===== src/rtl/bitcoin_pkg.sv =====
// Shared definitions for the nonce hasher and the hash result scanner:
// the nonce count default, the scanner state encoding and the layout of
// the two-word result record.
package bitcoin_pkg;

   // Number of nonces hashed and scanned per job.
   localparam int NUM_NONCES = 16;

   // Result record layout: word 0 = {found, zeros, nonce}, word 1 = best hash.
   localparam int RESULT_FOUND_BIT = 31;
   localparam int RESULT_LEN       = 2;

   typedef enum logic [2:0] {
      S_IDLE  = 3'd0,
      S_PRIME = 3'd1,
      S_SCAN  = 3'd2,
      S_WR0   = 3'd3,
      S_WR1   = 3'd4,
      S_FIN   = 3'd5
   } scan_state_t;

   // Builds record word 0. The nonce index is at most 8 bits wide
   // (NUM_NONCES <= 256), so callers zero-extend it to 8 bits.
   function automatic logic [31:0] make_result_word0(input logic found_bit,
                                                     input logic [7:0] nonce);
      logic [31:0] word;
      word = '0;
      word[RESULT_FOUND_BIT] = found_bit;
      word[7:0] = nonce;
      return word;
   endfunction

endpackage


===== src/rtl/hash_result_scanner_min_tracker.sv =====
// Registered compare-and-keep: holds the smallest value seen since the last
// clear together with the index it arrived with. Updates only on a strictly
// smaller value, so among equal values the first one offered is kept.
module min_tracker #(
   parameter int IDX_W = 4
) (
   input  logic             clk,
   input  logic             reset,
   input  logic             clear,
   input  logic             en,
   input  logic [31:0]      value,
   input  logic [IDX_W-1:0] idx,
   output logic [31:0]      min_value,
   output logic [IDX_W-1:0] min_idx
);

   logic [31:0]      min_value_reg;
   logic [IDX_W-1:0] min_idx_reg;

   // Clear loads the worst possible value; enabled samples replace it only if smaller.
   always_ff @(posedge clk) begin
      if (reset) begin
         min_value_reg <= '0;
         min_idx_reg   <= '0;
      end else if (clear) begin
         min_value_reg <= 32'hFFFF_FFFF;
         min_idx_reg   <= '0;
      end else if (en && (value < min_value_reg)) begin
         min_value_reg <= value;
         min_idx_reg   <= idx;
      end
   end

   assign min_value = min_value_reg;
   assign min_idx   = min_idx_reg;

endmodule


===== src/rtl/hash_result_scanner.sv =====
// Reads back one H0 word per nonce from the shared memory, keeps the
// minimum and its nonce index, compares it against the difficulty target,
// writes a two-word result record and pulses done.
module hash_result_scanner
   import bitcoin_pkg::*;
#(
   parameter int NUM_NONCES = bitcoin_pkg::NUM_NONCES,
   parameter int NONCE_W    = $clog2(NUM_NONCES)
) (
   input  logic               clk,
   input  logic               reset,
   input  logic               start,
   input  logic [15:0]        input_addr,
   input  logic [15:0]        result_addr,
   input  logic [31:0]        target,
   output logic               done,
   output logic               found,
   output logic [NONCE_W-1:0] best_nonce,
   output logic [31:0]        best_hash,
   output logic               mem_clk,
   output logic               mem_we,
   output logic [15:0]        mem_addr,
   output logic [31:0]        mem_write_data,
   input  logic [31:0]        mem_read_data
);

   // Read counter runs 1..NUM_NONCES, so it needs one bit more than the index.
   localparam logic [NONCE_W:0]   RD_END = (NONCE_W+1)'(NUM_NONCES);
   localparam logic [NONCE_W-1:0] K_LAST = NONCE_W'(NUM_NONCES - 1);

   scan_state_t        state_reg, state_next;
   logic [NONCE_W:0]   rd_cnt_reg, rd_cnt_next;
   logic [NONCE_W-1:0] k_reg, k_next;
   logic [15:0]        mem_addr_reg, mem_addr_next;
   logic               mem_we_reg, mem_we_next;
   logic [31:0]        wdata_reg, wdata_next;
   logic               done_reg, done_next;
   logic               found_reg, found_next;
   logic               track_clear;
   logic               track_en;
   logic               below_target;

   // The memory runs on the scanner clock.
   assign mem_clk = clk;

   // best_hash is final by the time WR0 uses this.
   assign below_target = (best_hash < target);

   min_tracker #(
      .IDX_W (NONCE_W)
   ) u_min_tracker (
      .clk       (clk),
      .reset     (reset),
      .clear     (track_clear),
      .en        (track_en),
      .value     (mem_read_data),
      .idx       (k_reg),
      .min_value (best_hash),
      .min_idx   (best_nonce)
   );

   // State and output registers; reset wins in every state and abandons any record.
   always_ff @(posedge clk) begin
      if (reset) begin
         state_reg    <= S_IDLE;
         rd_cnt_reg   <= '0;
         k_reg        <= '0;
         mem_addr_reg <= '0;
         mem_we_reg   <= 1'b0;
         wdata_reg    <= '0;
         done_reg     <= 1'b0;
         found_reg    <= 1'b0;
      end else begin
         state_reg    <= state_next;
         rd_cnt_reg   <= rd_cnt_next;
         k_reg        <= k_next;
         mem_addr_reg <= mem_addr_next;
         mem_we_reg   <= mem_we_next;
         wdata_reg    <= wdata_next;
         done_reg     <= done_next;
         found_reg    <= found_next;
      end
   end

   // Next-state and next-output logic for the scan sequence.
   always_comb begin
      state_next    = state_reg;
      rd_cnt_next   = rd_cnt_reg;
      k_next        = k_reg;
      mem_addr_next = mem_addr_reg;
      mem_we_next   = mem_we_reg;
      wdata_next    = wdata_reg;
      done_next     = 1'b0;
      found_next    = found_reg;
      track_clear   = 1'b0;
      track_en      = 1'b0;

      case (state_reg)
         S_IDLE: begin
            if (start) begin
               mem_addr_next = input_addr;
               rd_cnt_next   = (NONCE_W+1)'(1);
               k_next        = '0;
               mem_we_next   = 1'b0;
               track_clear   = 1'b1;
               state_next    = S_PRIME;
            end
         end

         // Second read address goes out while the first word is in the RAM register.
         S_PRIME: begin
            mem_addr_next = input_addr + 16'(rd_cnt_reg);
            rd_cnt_next   = rd_cnt_reg + (NONCE_W+1)'(1);
            state_next    = S_SCAN;
         end

         // One word arrives per cycle; keep the read address one ahead of capture.
         S_SCAN: begin
            track_en = 1'b1;
            k_next   = k_reg + NONCE_W'(1);
            if (rd_cnt_reg < RD_END) begin
               mem_addr_next = input_addr + 16'(rd_cnt_reg);
               rd_cnt_next   = rd_cnt_reg + (NONCE_W+1)'(1);
            end
            if (k_reg == K_LAST) begin
               state_next = S_WR0;
            end
         end

         S_WR0: begin
            mem_we_next   = 1'b1;
            mem_addr_next = result_addr;
            wdata_next    = make_result_word0(below_target, 8'(best_nonce));
            found_next    = below_target;
            state_next    = S_WR1;
         end

         S_WR1: begin
            mem_addr_next = result_addr + 16'd1;
            wdata_next    = best_hash;
            state_next    = S_FIN;
         end

         S_FIN: begin
            mem_we_next = 1'b0;
            done_next   = 1'b1;
            state_next  = S_IDLE;
         end

         default: begin
            state_next = S_IDLE;
         end
      endcase
   end

   assign done           = done_reg;
   assign found          = found_reg;
   assign mem_we         = mem_we_reg;
   assign mem_addr       = mem_addr_reg;
   assign mem_write_data = wdata_reg;

endmodule


===== config.mk =====
export PLATFORM = sky130hd
export DESIGN_NAME = hash_result_scanner
export DESIGN_NICKNAME = d
export VERILOG_FILES = /design/src/rtl/bitcoin_pkg.sv /design/src/rtl/hash_result_scanner_min_tracker.sv /design/src/rtl/hash_result_scanner.sv
export SDC_FILE = /design/constraint.sdc
export NUM_CORES = 1
export LEC_CHECK = 0
export BUFFER_PORTS_ARGS = -buffer_cell sky130_fd_sc_hd__buf_4
export CAP_MARGIN = 20
export CORE_ASPECT_RATIO = 0.75
export CORE_MARGIN = 1.5
export CORE_UTILIZATION = 35
export DETAILED_ROUTE_END_ITERATION = 6
export SYNTH_ARGS = -nofsm -noshare
export SYNTH_HDL_FRONTEND = slang
export SYNTH_SLANG_ARGS = --single-unit

===== constraint.sdc =====
create_clock -name clk -period 2.1 [get_ports clk]
set_input_delay 0.42 -clock clk [delete_from_list [all_inputs] [get_ports clk]]
set_output_delay 0.42 -clock clk [all_outputs]
set_load 0.03 [all_outputs]

==> summary.log, run 1 <==
INFO  timing         worst_hold_slack=263.3ps
INFO  routing        vias=7,847
INFO  timing         fin_ws=-234.4ps
INFO  logic_synthesis synth_cell_types=73
INFO  clocking       clk-insertion-delay-late=470ps
INFO  status         failed_checks=setup timing
INFO  routing        ant_nets=0
INFO  logic_synthesis ys_async_sr_fraction=0
INFO  layout         instances_no_fill=1,432
INFO  logic_synthesis postSynthNetCount=1,016
INFO  setup_path     crit_fanout=8
INFO  global_route   grt_first_pass_wirelength=40.63mm
INFO  global_route   met3_routing_resource_usage_after_global_routing=0.06475
INFO  clocking       tritoncts=built
INFO  timing         totalNegativeSetupSlack=-4654ps
INFO  global_route   groute.layer.met1.usage=0.3514
INFO  routing        detailedRoute.firstPassIterationCount=5
INFO  logic_synthesis ys_ff_latch=99
INFO  logic_synthesis synth_top_cells_by_area=sky130_fd_sc_hd__dfxtp_1, sky130_fd_sc_hd__ha_1, sky130_fd_sc_hd__a2111oi_2, sky130_fd_sc_hd__nor2_1, sky130_fd_sc_hd__a211oi_2
INFO  logic_synthesis synth_top_area_cell=sky130_fd_sc_hd__dfxtp_1
INFO  layout         area_growth_syn_to_layout=59.95%
INFO  logic_synthesis synthesis.instances=846
INFO  routing        wl_per_cell=19.25um
INFO  logic_synthesis yosys.area.top_type_share=0.2734
INFO  global_route   grt_antenna_before_repair=0
INFO  layout         final_layout_size_suffix_gt1_frac=0.4940
INFO  placed_design  portBuffers=186
INFO  routing        detail_route.iter0.violations=523
INFO  clocking       cts.reportedPaths.clkPinSlew=70ps
INFO  floorplan      floorplan.die.height=127.6um
INFO  timing         setup_violations=36
INFO  global_route   grt_start_max_net_pins=41
INFO  setup_path     critical_path_required=2450ps
INFO  logic_synthesis sequential_area_share_after_synthesis=0.2734
INFO  floorplan      placementRows=45
INFO  timing         period_minus_slack=2334ps
INFO  layout         finalNetCount=1,339
INFO  hold_path      timing.hold.worst.class=primary input to flip-flop
INFO  power          worst_ir_drop_vdd=0.0004109V
INFO  routing        drt_drc=0
INFO  layout         insertedDiodeCount=0
INFO  global_route   grt-busiest-layer=met2
INFO  logic_synthesis cell_area_after_synthesis=0.007248sqmm
INFO  placed_design  dpl_worst_slack=-332.0ps
INFO  floorplan      start_util=0.3576
INFO  timing         rsz0062_at_grt=true
INFO  routing        wirelength=27.57mm
INFO  logic_synthesis syn_avg_cell_area=8.568squm
INFO  floorplan      io-pin-count=187
INFO  placed_design  finalWeightedCongestion=0.8507
INFO  setup_path     critical_path.slowest_cell=sky130_fd_sc_hd__a2111oi_4
INFO  status         status=finished, violations left
INFO  global_route   first_global_vias=7,318
INFO  timing         min_period_over_period=1.112
INFO  floorplan      design.die.area=0.02159sqmm
INFO  power          power.density_cell_area=664.0mW/mm^2
INFO  logic_synthesis ys.warnings.count=0
INFO  timing         worst_pin_slew=482.4ps
INFO  global_route   grt_util_all_layers=0.2439
INFO  timing         max_slew_margin=0.6776
INFO  logic_synthesis synthMostInstantiatedCell=sky130_fd_sc_hd__nor2_1
INFO  setup_path     arrival=2680ps
INFO  flow_run       maxCapViolations=0
INFO  setup_path     critical_path.endpoint_type=flip-flop
INFO  routing        detail_route.vias_per_cell=5.480
INFO  clocking       cts-hold-fix-buffers=0
INFO  timing         clock.fmax=428.4MHz
INFO  logic_synthesis synth_common_cells=sky130_fd_sc_hd__nor2_1, sky130_fd_sc_hd__dfxtp_1, sky130_fd_sc_hd__ha_1
INFO  logic_synthesis ys_dominant_reg_cell=sky130_fd_sc_hd__dfxtp_1
INFO  setup_path     timing.setup.critical_path_class=flip-flop to flip-flop
INFO  floorplan      coreArea=0.02027sqmm
INFO  timing         timing.final.max_slew_violations=0
INFO  power          leak_pwr=0.005010uW
INFO  logic_synthesis count_of_flip_flops_with_a_built_in_enable_after_synthesis=0
INFO  timing         clock-skew-final=5.542ps
INFO  global_route   global_route.usage.met2=0.3578
INFO  setup_path     reg2reg_slack=-230ps
INFO  setup_path     timing.critical_path.from_type=flip-flop
INFO  timing         final_hold_violating_endpoints=0
INFO  floorplan      die_boundary_width=169.2um
INFO  setup_path     crit_top_cell=sky130_fd_sc_hd__buf_4
INFO  global_route   globalRouteOverflowTotal=0
INFO  placed_design  dp.final_hpwl=17.92mm
INFO  placed_design  post-place-cells=1,365
INFO  setup_path     cpPeakStageDelay=420ps
INFO  setup_path     cp_cell_sequence=inv_2, ha_4, buf_6, a2111oi_4, nand3_4, buf_4, buf_8, buf_4, a2111oi_2
-- layout make-up --
cell class	instances	area [sq um]
tap	258	322.8
multi-input combinational	621	5428
clock buffer	17	365.4
sequential	99	2054
timing repair buffer	364	3143
inverter	70	262.8
clock inverter	3	17.52
fill	1814	8676
-- per-layer routing --
metal / vias to the layer above / wire [um] / part of all wire
li1: 3797 / - / -
met1: 3714 / 13120 / 0.48
met2: 301 / 11790 / 0.43
met3: 35 / 2187 / 0.079
met4: 0 / 481 / 0.017
met5: - / 0 / 0
-- worst paths after layout --
path,start,endpoint,depth (start not counted)
worst max-delay path,u_min_tracker.min_value[31],u_min_tracker.min_value[11],9
worst min-delay path,input_addr[11],mem_addr[11],3
worst max register to register,u_min_tracker.min_value[31],u_min_tracker.min_value[11],9
worst min register to register,u_min_tracker.min_idx[1],u_min_tracker.min_idx[1],2
-- power by group --
part | internal (uW) | switching, uW
clock network | 1210 | 871
logic | 1590 | 1850
registers | 2060 | 109
-- what timing repair did --
item	4_1_cts	5_1_grt
pin swaps	35	42
gates cloned	11	5
buffers inserted	18	27
setup endpoints to repair	44	68
gates resized for setup	82	82
-- through the flow --
stage	power, uW	util	cell area, sq um
after floorplan	3923	-	7407
after global placement	5018	0.4860	9851
after detailed placement	5044	0.4860	9851
after CTS	7484	0.5472	11090
after global routing	8103	0.5720	11590
final	7698	0.5720	11590
-- logic make-up after synthesis --
group | share of synthesized area
AO/OA/AOI/OAI | 0.2959
flip-flops | 0.2734
multiplexers | 0.008286
XOR/XNOR | 0.02158
AND/OR/NAND/NOR | 0.1901
adder cells (fa/ha/maj) | 0.1264
buffers and inverters | 0.08441
-- worst max-delay path, delay by kind of cell, from the launching register on --
kind,cells,cell delay [ps]
adder cells (fa/ha/maj),1,210
AND/OR/NAND/NOR,1,230
buffers and inverters,5,650
flip-flops,1,370
AO/OA/AOI/OAI,2,750
-- placed cells by master (no fill, tap or decap), drive strengths merged, types with 3 or more instances in the layout --
| master | count |
|---|---|
| nand4 | 12 |
| nor3 | 15 |
| o31a | 3 |
| nor2b | 5 |
| xor2 | 6 |
| and3 | 36 |
| ha | 70 |
| a21oi | 46 |
| o21a | 4 |
| nand2b | 3 |
| a211oi | 47 |
| a222oi | 6 |
| a31oi | 4 |
| or4 | 4 |
| o211ai | 4 |
| o21ai | 24 |
| nor4 | 7 |
| nor2 | 105 |
| xnor2 | 11 |
| a221oi | 5 |
| nand3 | 19 |
| a21o | 7 |
| dfxtp | 99 |
| mux2i | 6 |
| clkbuf | 21 |
| a22oi | 28 |
| a311oi | 12 |
| inv | 70 |
| buf | 359 |
| a2111oi | 34 |
| or2 | 4 |
| o21bai | 3 |
| nand2 | 59 |
| nor3b | 4 |
Note: power is estimated with default switching activity, not from simulation.
==> inputs of run 2 (changes only) <==
--- a/config.mk
+++ b/config.mk
@@ -11,6 +11,7 @@
 export CORE_MARGIN = 1.5
 export CORE_UTILIZATION = 35
 export DETAILED_ROUTE_END_ITERATION = 6
+export SETUP_SLACK_MARGIN = 0.02
 export SYNTH_ARGS = -nofsm -noshare
 export SYNTH_HDL_FRONTEND = slang
 export SYNTH_SLANG_ARGS = --single-unit
==> run 2 against run 1 <==
Effect of this change: the run still ends with setup timing left; non-clock buffer count is 24 lower; sequential cell count stayed put; clock power is 8% higher; highest routed layer unchanged; final area is 4.6% lower; clock skew is 1.9 ps higher; critical path type unchanged; utilization is 2.7 points lower; combinational power is 8.7% lower; clock-buffer cell count is 1 lower.
==> summary.log, run 2 (synthesized netlist as in run 1, its figures left out) <==
INFO  status         status=finished, violations left
INFO  status         failed_checks=setup timing
INFO  placed_design  finalWeightedCongestion=0.8687 [+2.1%]
INFO  floorplan      start_util=0.3576 [unchanged]
INFO  hold_path      hold_path_depth=3 [unchanged]
INFO  timing         totalNegativeSetupSlack=-5782ps [-1127 ps]
INFO  routing        drt_drc=0 [unchanged]
INFO  floorplan      floorplan.die.height=127.6um [unchanged]
INFO  timing         final_hold_violating_endpoints=0 [unchanged]
INFO  setup_path     r2r_end=u_min_tracker.min_value[3]
INFO  global_route   grt_first_pass_wirelength=39.85mm [-1.9%]
INFO  global_route   globalRouteOverflowTotal=0 [unchanged]
INFO  global_route   grt_start_max_net_pins=44 [+7.3%]
INFO  global_route   grt_util_all_layers=0.2389 [-0.004922]
INFO  placed_design  portBuffers=186 [unchanged]
INFO  routing        detail_route.iter0.violations=536 [+2.5%]
INFO  setup_path     timing.critical_path.from_type=flip-flop
INFO  power          power.density_cell_area=684.0mW/mm^2 [+3.0%]
INFO  routing        detailedRoute.firstPassIterationCount=7 [+2]
INFO  floorplan      design.die.area=0.02159sqmm [unchanged]
INFO  global_route   first_global_vias=7,331 [+0.18%]
INFO  timing         clock.fmax=429.8MHz [+0.33%]
INFO  power          leak_pwr=0.004847uW [-3.2%]
INFO  hold_path      hold_start=input_addr[15]
INFO  floorplan      coreArea=0.02027sqmm [unchanged]
INFO  routing        wl_per_cell=18.27um [-5.1%]
INFO  floorplan      die_boundary_width=169.2um [unchanged]
INFO  hold_path      worst_hold_path.endpoint=mem_addr[15]
INFO  layout         fin_util=0.5454 [-0.02654]
INFO  timing         min_period_over_period=1.108 [-0.003618]
INFO  setup_path     critical_path_required=2460ps [about the same]
INFO  timing         worst_hold_slack=258.4ps [-4.939 ps]
INFO  layout         final_layout_size_suffix_gt1_frac=0.4626 [-0.03143]
INFO  routing        vias=7,592 [-3.2%]
INFO  clocking       cts-hold-fix-buffers=0 [unchanged]
INFO  layout         mostFrequentLayoutCell=sky130_fd_sc_hd__buf_4
INFO  setup_path     critical_path.endpoint_type=flip-flop
INFO  routing        detail_route.vias_per_cell=5.392 [-1.6%]
INFO  layout         finalNetCount=1,315 [-1.8%]
INFO  setup_path     reg2reg_from=u_min_tracker.min_value[26]
INFO  layout         final_cell_mix=sky130_fd_sc_hd__buf_4, sky130_fd_sc_hd__nor2_1, sky130_fd_sc_hd__dfxtp_1
INFO  hold_path      timing.hold.worst.class=primary input to flip-flop
INFO  layout         area_growth_syn_to_layout=52.53%
INFO  floorplan      io-pin-count=187 [unchanged]
INFO  routing        wirelength=25.73mm [-6.7%]
INFO  flow_run       maxCapViolations=0 [unchanged]
INFO  clocking       clk-insertion-delay-late=470ps [about the same]
INFO  placed_design  dp.final_hpwl=18.17mm [+1.4%]
INFO  setup_path     timing.setup.critical_path_class=flip-flop to flip-flop
INFO  global_route   grt_antenna_before_repair=0 [unchanged]
INFO  timing         fin_ws=-226.8ps [+7.598 ps]
INFO  floorplan      placementRows=45 [unchanged]
INFO  timing         max_slew_margin=0.5947 [-0.08286]
INFO  setup_path     arrival=2690ps [about the same]
INFO  routing        ant_nets=0 [unchanged]
INFO  clocking       tritoncts=built
INFO  timing         clock-skew-final=7.429ps [+1.887 ps]
INFO  setup_path     worst_r2r_path_depth=11 [+2]
INFO  timing         period_minus_slack=2327ps [-7.598 ps]
INFO  power          worst_ir_drop_vdd=0.0003881V [-5.6%]
INFO  clocking       cts.reportedPaths.clkPinSlew=70ps [about the same]
INFO  timing         setup_violations=36 [unchanged]
INFO  timing         timing.final.max_slew_violations=0 [unchanged]
INFO  layout         insertedDiodeCount=0 [unchanged]
INFO  setup_path     crit_fanout=5 [-3]
INFO  timing         worst_pin_slew=606.5ps [+124.1 ps]
INFO  timing         rsz0062_at_grt=true
INFO  setup_path     reg2reg_slack=-230ps [about the same]
-- run 2: cell type report --
type,count,area [sq um]
fillers,1918,9214
multi-input cells,621,5171
repair buffers,340,2820
flip-flops and latches,99,2053
clock buffers,16,371.6
well taps,258,322.8
inverters,70,265.3
clock inverters,4,51.30
-- run 2: power breakdown --
| part | leakage, uW | total (uW) | internal (uW) | switching, uW |
|---|---|---|---|---|
| clock | 0.000207 | 2260 | 1370 | 891 |
| sequential | 0.000824 | 2160 | 2060 | 102 |
| combinational | 0.00382 | 3140 | 1420 | 1720 |
| total | 0.00485 | 7560 | 4850 | 2710 |
-- run 2: how the worst max path moves through the flow --
stage / start / to / slack, ps / cells after the start
final: u_min_tracker.min_value[26] / u_min_tracker.min_value[3] / -230 / 11
after floorplan: u_min_tracker.min_value[1] / u_min_tracker.min_value[10] / 20 / 10
after global routing: u_min_tracker.min_value[26] / u_min_tracker.min_value[24] / -350 / 11
after CTS: u_min_tracker.min_value[30] / u_min_tracker.min_value[3] / -170 / 11
after global placement: mem_read_data[26] / u_min_tracker.min_value[3] / -280 / 9
after detailed placement: mem_read_data[25] / u_min_tracker.min_value[27] / -360 / 9
-- run 2: through the flow --
step | instance area (sq um) | total power (uW) | worst slack, ps | std cells
floorplan | 7432 | 3932 | 22.74 | 846
global placement | 9833 | 5005 | -282.2 | 1361
detailed placement | 9833 | 5042 | -364.8 | 1361
CTS | 10890 | 7513 | -173.5 | 1406
global route | 11060 | 7969 | -351.0 | 1408
finish | 11060 | 7562 | -226.8 | 1408
-- run 2: what timing repair did --
item,4_1_cts,5_1_grt
setup endpoints to repair,45,70
gates resized for setup,57,39
gates cloned,8,0
pin swaps,32,25
setup buffers,18,5
-- run 2: routing by layer --
layer / global-route usage / part of all wire / up-vias
li1: - / - / 3743
met1: 0.3335 / 0.49 / 3558
met2: 0.3672 / 0.43 / 261
met3: 0.06568 / 0.070 / 30
met4: 0.04997 / 0.015 / 0
met5: 0 / 0 / -
-- run 2: worst max-delay path, cell delays in order, from the launching register on --
cell	delay, ps
sky130_fd_sc_hd__dfxtp_4	370
sky130_fd_sc_hd__inv_4	40
sky130_fd_sc_hd__ha_4	250
sky130_fd_sc_hd__nand4_1	200
sky130_fd_sc_hd__nor4_4	350
sky130_fd_sc_hd__inv_2	80
sky130_fd_sc_hd__nor3_4	150
sky130_fd_sc_hd__buf_6	170
sky130_fd_sc_hd__buf_4	140
sky130_fd_sc_hd__buf_16	110
sky130_fd_sc_hd__a211oi_1	90
sky130_fd_sc_hd__a2111oi_2	270
